`src/rtl/sparc_muldiv_unit.sv`:
```
// sparc_muldiv_unit
//   Iterative multiply/divide unit for SPARC V8 UMUL/SMUL/UDIV/SDIV and the
//   cc forms. Multiply is radix-2 shift-add (WIDTH iterations). Divide is
//   restoring, over the 2*WIDTH dividend {Y, rs1} (2*WIDTH iterations).
//   Signed ops work on magnitudes. The FIX state applies the sign, saturates
//   divide overflow and forms rd, Y and the icc flags.
//
//   Ports:
//     clk, reset             clock, synchronous active-high reset
//     in_valid / in_ready    op handshake (in_ready high only when idle)
//     op3, oprd2, oprd3      opcode, rs1 value, rs2/simm13 value
//     y_in, rflags_in        current Y and rflags
//     out_valid / out_ready  result handshake
//     result, y_out          new rd and Y
//     rflags_out             new rflags (icc bits updated for cc forms only)
//     div_zero, illegal      status, qualified by out_valid
//
//   Optional feature macro: MULDIV_EARLY_OUT_EN. When it is defined, a
//   multiply with a zero operand magnitude goes straight to FIX.
//
//   icc bit positions come from RF_N/RF_Z/RF_V/RF_C. If the macros are not
//   already defined, the SPARC PSR positions are used.

`ifndef RF_N
`define RF_N 23
`endif
`ifndef RF_Z
`define RF_Z 22
`endif
`ifndef RF_V
`define RF_V 21
`endif
`ifndef RF_C
`define RF_C 20
`endif

module sparc_muldiv_unit #(
  parameter int WIDTH    = 32,
  parameter int RFLAGS_W = 32
) (
  input  logic                clk,
  input  logic                reset,
  input  logic                in_valid,
  output logic                in_ready,
  input  logic [5:0]          op3,
  input  logic [WIDTH-1:0]    oprd2,
  input  logic [WIDTH-1:0]    oprd3,
  input  logic [WIDTH-1:0]    y_in,
  input  logic [RFLAGS_W-1:0] rflags_in,
  output logic                out_valid,
  input  logic                out_ready,
  output logic [WIDTH-1:0]    result,
  output logic [WIDTH-1:0]    y_out,
  output logic [RFLAGS_W-1:0] rflags_out,
  output logic                div_zero,
  output logic                illegal
);

  localparam int CW = $clog2(2*WIDTH) + 1;

  localparam logic [1:0] S_IDLE = 2'd0;
  localparam logic [1:0] S_CALC = 2'd1;
  localparam logic [1:0] S_FIX  = 2'd2;
  localparam logic [1:0] S_DONE = 2'd3;

  logic [1:0]          state;
  logic                op_div, op_sgn, op_cc, neg;
  logic [WIDTH-1:0]    a_mag;   // multiplicand or divisor magnitude
  logic [2*WIDTH-1:0]  acc;     // mul: {partial hi, multiplier lo}; div: dividend/quotient
  logic [WIDTH-1:0]    rem;     // div partial remainder
  logic [CW-1:0]       cnt;
  logic [WIDTH-1:0]    y_l;
  logic [RFLAGS_W-1:0] rf_l;

  assign in_ready  = (state == S_IDLE);
  assign out_valid = (state == S_DONE);

  // Decode and operand magnitudes for the op being presented.
  logic               legal, is_div, is_sgn, is_cc;
  logic               s1_neg, s2_neg, dvd_neg;
  logic [WIDTH-1:0]   m1, m2;
  logic [2*WIDTH-1:0] dvd, dvd_mag;

  always_comb begin
    legal   = !op3[5] && (op3[3:0] == 4'hA || op3[3:0] == 4'hB ||
                          op3[3:0] == 4'hE || op3[3:0] == 4'hF);
    is_div  = op3[2];
    is_sgn  = op3[0];
    is_cc   = op3[4];
    s1_neg  = is_sgn && oprd2[WIDTH-1];
    s2_neg  = is_sgn && oprd3[WIDTH-1];
    m1      = s1_neg ? -oprd2 : oprd2;
    m2      = s2_neg ? -oprd3 : oprd3;
    dvd     = {y_in, oprd2};
    dvd_neg = is_sgn && y_in[WIDTH-1];
    dvd_mag = dvd_neg ? -dvd : dvd;
  end

  // One CALC iteration.
  logic [WIDTH:0]     msum, shifted, diff;
  logic               ge;
  logic [2*WIDTH-1:0] mul_nxt, div_nxt;
  logic [WIDTH-1:0]   rem_nxt;

  always_comb begin
    msum    = {1'b0, acc[2*WIDTH-1:WIDTH]} + (acc[0] ? {1'b0, a_mag} : '0);
    mul_nxt = {msum, acc[WIDTH-1:1]};
    shifted = {rem, acc[2*WIDTH-1]};
    ge      = (shifted >= {1'b0, a_mag});
    diff    = shifted - {1'b0, a_mag};
    rem_nxt = ge ? diff[WIDTH-1:0] : shifted[WIDTH-1:0];
    div_nxt = {acc[2*WIDTH-2:0], ge};
  end

  // FIX: sign correction, saturation and flags.
  logic [2*WIDTH-1:0]  prod;
  logic                ovf;
  logic [WIDTH-1:0]    qres, fix_res, fix_y;
  logic [RFLAGS_W-1:0] fix_rf;

  always_comb begin
    prod = neg ? -acc : acc;
    if (!op_sgn)
      ovf = |acc[2*WIDTH-1:WIDTH];
    else if (!neg)
      ovf = |acc[2*WIDTH-1:WIDTH-1];          // magnitude above 2^(W-1)-1
    else
      ovf = |acc[2*WIDTH-1:WIDTH] ||
            (acc[WIDTH-1] && |acc[WIDTH-2:0]); // magnitude above 2^(W-1)
    if (!op_sgn)
      qres = ovf ? '1 : acc[WIDTH-1:0];
    else if (!neg)
      qres = ovf ? {1'b0, {(WIDTH-1){1'b1}}} : acc[WIDTH-1:0];
    else
      qres = ovf ? {1'b1, {(WIDTH-1){1'b0}}} : -acc[WIDTH-1:0];
    fix_res = op_div ? qres : prod[WIDTH-1:0];
    fix_y   = op_div ? y_l  : prod[2*WIDTH-1:WIDTH];
    fix_rf  = rf_l;
    if (op_cc) begin
      fix_rf[`RF_N] = fix_res[WIDTH-1];
      fix_rf[`RF_Z] = (fix_res == '0);
      fix_rf[`RF_V] = op_div && ovf;
      fix_rf[`RF_C] = 1'b0;
    end
  end

  always_ff @(posedge clk) begin
    if (reset) begin
      state      <= S_IDLE;
      op_div     <= 1'b0;
      op_sgn     <= 1'b0;
      op_cc      <= 1'b0;
      neg        <= 1'b0;
      a_mag      <= '0;
      acc        <= '0;
      rem        <= '0;
      cnt        <= '0;
      y_l        <= '0;
      rf_l       <= '0;
      result     <= '0;
      y_out      <= '0;
      rflags_out <= '0;
      div_zero   <= 1'b0;
      illegal    <= 1'b0;
    end else begin
      case (state)
        S_IDLE: if (in_valid) begin
          op_div   <= is_div;
          op_sgn   <= is_sgn;
          op_cc    <= is_cc;
          y_l      <= y_in;
          rf_l     <= rflags_in;
          rem      <= '0;
          div_zero <= 1'b0;
          illegal  <= 1'b0;
          if (!legal || (is_div && oprd3 == '0)) begin
            // No computation: outputs are final at accept.
            result     <= '0;
            y_out      <= y_in;
            rflags_out <= rflags_in;
            illegal    <= !legal;
            div_zero   <= legal;
            state      <= S_DONE;
          end else if (is_div) begin
            neg   <= dvd_neg ^ s2_neg;
            acc   <= dvd_mag;
            a_mag <= m2;
            cnt   <= CW'(2*WIDTH-1);
            state <= S_CALC;
          end else begin
            neg   <= s1_neg ^ s2_neg;
            a_mag <= m1;
            cnt   <= CW'(WIDTH-1);
`ifdef MULDIV_EARLY_OUT_EN
            if (m1 == '0 || m2 == '0) begin
              acc   <= '0;
              state <= S_FIX;
            end else begin
              acc   <= {{WIDTH{1'b0}}, m2};
              state <= S_CALC;
            end
`else
            acc   <= {{WIDTH{1'b0}}, m2};
            state <= S_CALC;
`endif
          end
        end
        S_CALC: begin
          if (op_div) begin
            acc <= div_nxt;
            rem <= rem_nxt;
          end else begin
            acc <= mul_nxt;
          end
          cnt <= cnt - 1'b1;
          if (cnt == '0) state <= S_FIX;
        end
        S_FIX: begin
          result     <= fix_res;
          y_out      <= fix_y;
          rflags_out <= fix_rf;
          state      <= S_DONE;
        end
        default: if (out_ready) state <= S_IDLE;
      endcase
    end
  end

endmodule
```
`config.mk`:
```
export PLATFORM = sky130hd
export DESIGN_NAME = sparc_muldiv_unit
export DESIGN_NICKNAME = d
export VERILOG_FILES = /design/src/rtl/sparc_muldiv_unit.sv
export SDC_FILE = /design/constraint.sdc
export NUM_CORES = 1
export LEC_CHECK = 0
export ABC_AREA = 1
export CORE_MARGIN = 2
export CORE_UTILIZATION = 51
export CTS_CLUSTER_DIAMETER = 200
export CTS_CLUSTER_SIZE = 28
export DETAILED_ROUTE_END_ITERATION = 6
export GPL_TIMING_DRIVEN = 0
export PLACE_DENSITY = 0.73
export SLEW_MARGIN = 20
export SYNTH_ARGS = -nofsm -noshare
export SYNTH_HDL_FRONTEND = slang
export SYNTH_SLANG_ARGS = --single-unit
export TNS_END_PERCENT = 5
```
`constraint.sdc`:
```
create_clock -name clk -period 3.45 [get_ports clk]
set_clock_uncertainty 0.15 [all_clocks]
set_input_delay 0.5175 -clock clk [delete_from_list [all_inputs] [get_ports clk]]
set_output_delay 0.5175 -clock clk [all_outputs]
set_load 0.02 [all_outputs]
```
==> Yosys cells after proc, flatten, opt, wreduce, memory -nomap -nowiden <==
Cells that the tools add are included.
{ "word_totals": {"register_bits": 303, "in_bits": 138, "n_memories": 0, "mem_bits_rw": 0, "romBits": 0, "wordCells": 116, "latch_bits": 0} }
{ "classes": {"n_eq_ne": 12, "n_reduce_logical": 30, "div_mod_pow": 0, "n_lt_le_gt_ge": 1, "mul": 0, "add_sub_neg": 8, "bitwise_logic": 3, "shifts": 0, "muxes": 46} }
{ "ops": {"columns": ["cell", "n"], "rows": [
  ["$mux W32", 20],
  ["$mux W64", 6],
  ["$pmux W32 S2", 4],
  ["$neg A64 Y64", 2],
  ["$pmux W64 S2", 1],
  ["$neg A32 Y32", 3],
  ["$logic_not A32 Y1", 2],
  ["$add A32 B32 Y33", 1],
  ["$ge A33 B32 Y1", 1],
  ["$reduce_or A33 Y1", 1],
  ["$reduce_or A32 Y1", 1],
  ["$sub A32 B32 Y32", 1],
  ["$reduce_or A31 Y1", 1],
  ["$eq A4 B4 Y1 const B", 4],
  ["$reduce_and A3 Y1", 5],
  ["$mux W7", 2],
  ["$pmux W7 S2", 1],
  ["$mux W2", 4],
  ["$ne A2 B2 Y1 const B", 4],
  ["$logic_and A1 B1 Y1", 7],
  ["$logic_not A7 Y1", 1],
  ["$sub A7 B1 Y7 const B", 1],
  ["$mux W6", 1],
  ["$pmux W2 S3", 1],
  ["other kinds (13)", 25]
]} }

==> Logic depth before layout (Yosys ltp) <==
{ "logic_depth": {"word_depth": 12, "mapped_depth": 23, "mapped_depth_nobuf": 22} }

==> Least setup slack after synthesis <==
OpenSTA, ideal clock, no wires.
{ "synth_path": {"path_type": "reg2reg", "startpoint": "register acc[0]", "endpoint": "register acc[51]", "required_ns": 3.185, "path_stages_with_launch": 22, "slack_ns": 0.605, "arrival_ns": 2.580, "synth_period_minus_slack_ns": 2.845, "cell_sequence": "dfxtp_1 -> buf_2 -> nand2_1 -> inv_1 -> ha_1 -> inv_1 -> fa_1 -> inv_1 -> nand2_1 -> nand2_1 -> nand2_1 -> nand2_1 -> a21oi_1 -> o21ai_0 -> a21oi_1 -> nor2_1 -> nor2_1 -> xnor2_1 -> o21ai_0 -> o21ai_0 -> o21ai_0 -> inv_1"} }
{ "synth_via": {"elab_chain_len": 4} }
{ "synth_lines": {"columns": ["item", "line", "source"], "rows": [
  ["start: declaration", "69", "logic [2*WIDTH-1:0] acc;"],
  ["start signal: assignment", "186", "acc <= dvd_mag;"],
  ["start signal: assignment", "203", "acc <= {{WIDTH{1'b0}}, m2};"],
  ["start signal: assignment", "210", "acc <= div_nxt;"],
  ["$mux W32", "106", "msum = {1'b0, acc[2*WIDTH-1:WIDTH]} + (acc[0] ? {1'b0, a_mag} : '0);"],
  ["$add A32 B32 Y33", "106", null],
  ["$mux W64", "209", "if (op_div) begin"],
  ["$pmux W64 S2", "166", "case (state)"]
]} }
Every way passes these cells.
A chain may end at the register's enable or synchronous reset.

==> Worst setup path in the final report <==
{ "layout_path": {"startpoint": "register op_div", "endpoint": "register y_out[3]"} }
{ "layout_via": {"elab_chain_len": 2} }
{ "layout_lines": {"columns": ["item", "line", "source"], "rows": [
  ["start: declaration", "67", "logic op_div, op_sgn, op_cc, neg;"],
  ["start signal: assignment", "168", "op_div <= is_div;"],
  ["$mux W32", "137", "fix_y = op_div ? y_l : prod[2*WIDTH-1:WIDTH];"],
  ["$pmux W32 S2", "166", null],
  ["end signal: assignment", "179", "y_out <= y_in;"],
  ["end signal: assignment", "220", "y_out <= fix_y;"],
  ["end: declaration", "53", "output logic [WIDTH-1:0] y_out,"]
]} }
Every way passes these cells.

==> results_dict.tcl <==
set metrics [dict create \
    clkTransAtPathRegs_ns 0.12 \
    crit_buf_inv 5 \
    vias 27634 \
    yosysTopAreaCell "dfxtp_1" \
    p_per_area_mw_per_mm2 771 \
    outcome "complete, but fails checks" \
    die_h_um 217 \
    syn_to_final_growth_pct 16.4 \
    cts-buffers-inserted 14 \
    path_cells "buf_2 > clkinv_1 > clkbuf_1 > clkbuf_1 > clkbuf_1 > o21ai_0 > o221ai_1 > a21oi_1" \
    p_leak_uw 0.0112 \
    switchingPower_uw 11300 \
    grt_antenna_before_repair 3 \
    worstHoldPathType "in -> reg" \
    rsz0062_at_grt "yes" \
    synth-seq-cells 303 \
    gp_congestion 1.09 \
    via_per_inst 6.08 \
    drive_gt1_share_pct 5.55 \
    required_ns 3.71 \
    stdcell_count 4544 \
    dieArea_mm2 0.0471 \
    grt_start_max_net_pins 29 \
    design.core.area_mm2 0.0451 \
    syn_area_mm2 0.0232 \
    dp_hpwl_mm 88.1 \
    finalHoldViolCount 0 \
    setup_violations 4 \
    crit_arrival_ns 3.85 \
    endpoint_kind "flop" \
    die_w_um 217 \
    tightest_slew_ns 1.17 \
    grtUsageTotal_pct 44.2 \
    dr.pass1.iters 6 \
    cts_tree "done" \
    start_util_pct 51.4 \
    placed_cells 4520 \
    postSynthAreaPerCell_um2 6.28 \
    nNetsFinal 4158 \
    slew_headroom_pct 22.2 \
    synth-async-reset-ratio_pct 0 \
    cts.path.max_buffers 3 \
    h-tree-depth 1 \
    hold_buffers 0 \
    peakVddDrop_uv 1060 \
    worstSetupPathType "reg -> reg" \
    grt-ovfl-total 0 \
    grt_pass1_wl_mm 157 \
    antenna_cells 0 \
    rows 78 \
    seqPwrFrac_pct 25.5 \
    cap_violations 0 \
    path_delay_family "buffers and inverters" \
    synth_edf_count 0 \
    drt-initial-drc-count 3482 \
    clkPwrFrac_pct 9.7 \
    switching_share_pct 54.4 \
    yosys_warnings 0 \
    failed_checks "setup timing" \
    power_uw 20800 \
    min_period_ns 3.59 \
    intPower_uw 9470 \
    post_drt_wl_per_cell_um 23.7 \
    fmax_mhz 278 \
    synth_top_area_share_pct 26.2 \
    fin_crit_sh_pct 104 \
    syn_inst 3689 \
    ys_seq_area_share_pct 26.2 \
    ios 238 \
    synthDistinctLibCells 63 \
    port_buffers 231 \
    synthTopCellsByArea "dfxtp_1, nand2_1, a21oi_1, o21ai_0, inv_1" \
    ant_nets 0 \
    worstSkewPairLatency_ns 0.55 \
    slew_violations 0 \
    clockRootBuffer "clkbuf_16" \
    wl_mm 108 \
    combPwrFrac_pct 64.7 \
    grt_pass1_vias 24872 \
    cts_sinks 303 \
    cp_common_cell "clkbuf_1" \
    drc 0 \
    slowest_delay_ns 0.72 \
    cp-start-kind "flop" \
    reg2reg_slack_ns -0.14 \
    preCtsSetupSlack_ns -1.01 \
    synth_nets 3903 \
    cp_slowest_cell "clkbuf_1" \
    setup_tns_ns -0.185 \
    synth_flop_cell "dfxtp_1" \
    critPathMaxFanout 10 \
    setup_ws_ns -0.141 \
]
-- worst register-to-register path, cell delays in order (launching register included) --
cell and delay, ns:
dfxtp_1 0.32, buf_2 0.20, clkinv_1 0.26, clkbuf_1 0.40, clkbuf_1 0.59, clkbuf_1 0.73, o21ai_0 0.30, o221ai_1 0.41
a21oi_1 0.12
-- sequential cells by signal, indices dropped and copies added (netlist names), 2 cells and up --
| name | cells |
|---|---|
| cnt | 7 |
| rf_l | 32 |
| a_mag | 32 |
| acc | 64 |
| rflags_out | 32 |
| rem | 32 |
| result | 32 |
| y_l | 32 |
| y_out | 32 |
| state | 2 |
-- through the flow --
stage	hold WS (ns)	instance area, µm²	utilization, %
floorplan	0.273	23200	-
global placement	0.287	26200	58.2
detailed placement	0.289	26200	58.2
CTS	0.305	26700	59.3
global route	0.325	27000	59.8
finish	0.307	27000	59.8
-- layout by cell type, fill, tap and decap left out, types with 41 or more instances in the layout --
cell type,instances
nor3_1,55
o211ai_1,103
clkdlybuf4s50_1,231
xnor2_1,41
nand2_1,668
dfxtp_1,301
nor2_1,386
inv_1,398
o21ai_0,380
a21oi_1,412
nand3_1,143
ha_1,73
a31oi_1,85
xor2_1,93
clkbuf_1,137
-- metal layers --
metal | GRT usage [%] | vias up | wire length, µm
met5 | 1.98 | - | 141
met3 | 12.4 | 239 | 15100
met1 | 60.7 | 12607 | 43600
li1 | - | 12978 | -
met4 | 19.6 | 4 | 5230
met2 | 64.0 | 1806 | 43600
-- synthesized netlist by cell type (all sizes together), types with 3 or more instances --
master and n:
a211oi 24, a21o 5, a21oi 427, a221oi 7, a22oi 13, a31oi 86
a41oi 10, buf 56, clkbuf 156, clkinv 3, dfxtp 303, ha 74
inv 410, nand2 684, nand3 152, nand4 40, nor2 414, nor3 61
nor4 22, o2111ai 9, o211ai 103, o21a 15, o21ai 417, o21bai 3
o221ai 11, o22ai 4, o31ai 5, o41ai 4, or2 15, xnor2 41
xor2 96
-- power groups by stage --
stage | Sequential (µW) | Combinational, µW | Clock (µW)
6_report | 5310 | 13400 | 2020
3_3_place_gp | 5300 | 12500 | 0
5_1_grt | 5360 | 14400 | 2100
4_1_cts | 5240 | 12700 | 2000
2_1_floorplan | 5460 | 7730 | 0
3_5_place_dp | 5300 | 12600 | 0
-- final timing paths --
path                                from       end  depth (start not counted)
worst min register to register   y_l[23]   y_l[23]                          2
worst max register to register    op_div  y_out[3]                          8
worst min-delay path            y_in[23]   y_l[23]                          3
worst max-delay path              op_div  y_out[3]                          8
-- cell families (layout without fill, tap and decap cells) --
kind of cell / count (synthesis) / after routing / synth area share [%]
xor gates and xnor gates: 137 / 137 / 5.18
adders and majority gates: 76 / 76 / 4.17
and+or+nand+nor: 1396 / 1396 / 25.6
buffers and inverters: 625 / 880 / 10.6
AOI/OAI and AO/OA: 1152 / 1152 / 28.2
DFF: 303 / 303 / 26.2
-- repair_timing --
action	CTS	global route
resized for setup	37	71
setup buffers	1	7
endpoints found under the setup margin	163	218
pin swaps	0	4
hold endpoints to repair	0	0
-- area by class of cell --
| type | instances | area, µm² |
|---|---|---|
| fillers | 4644 | 18100 |
| repair buffers | 239 | 2370 |
| multi-input cells | 2761 | 14900 |
| inverters | 413 | 1550 |
| clock inverters | 1 | 7.51 |
| flip-flops and latches | 303 | 6070 |
| well taps | 600 | 751 |
| plain buffers | 212 | 972 |
| clock buffers | 15 | 375 |
(Power assumes the default switching activity.)
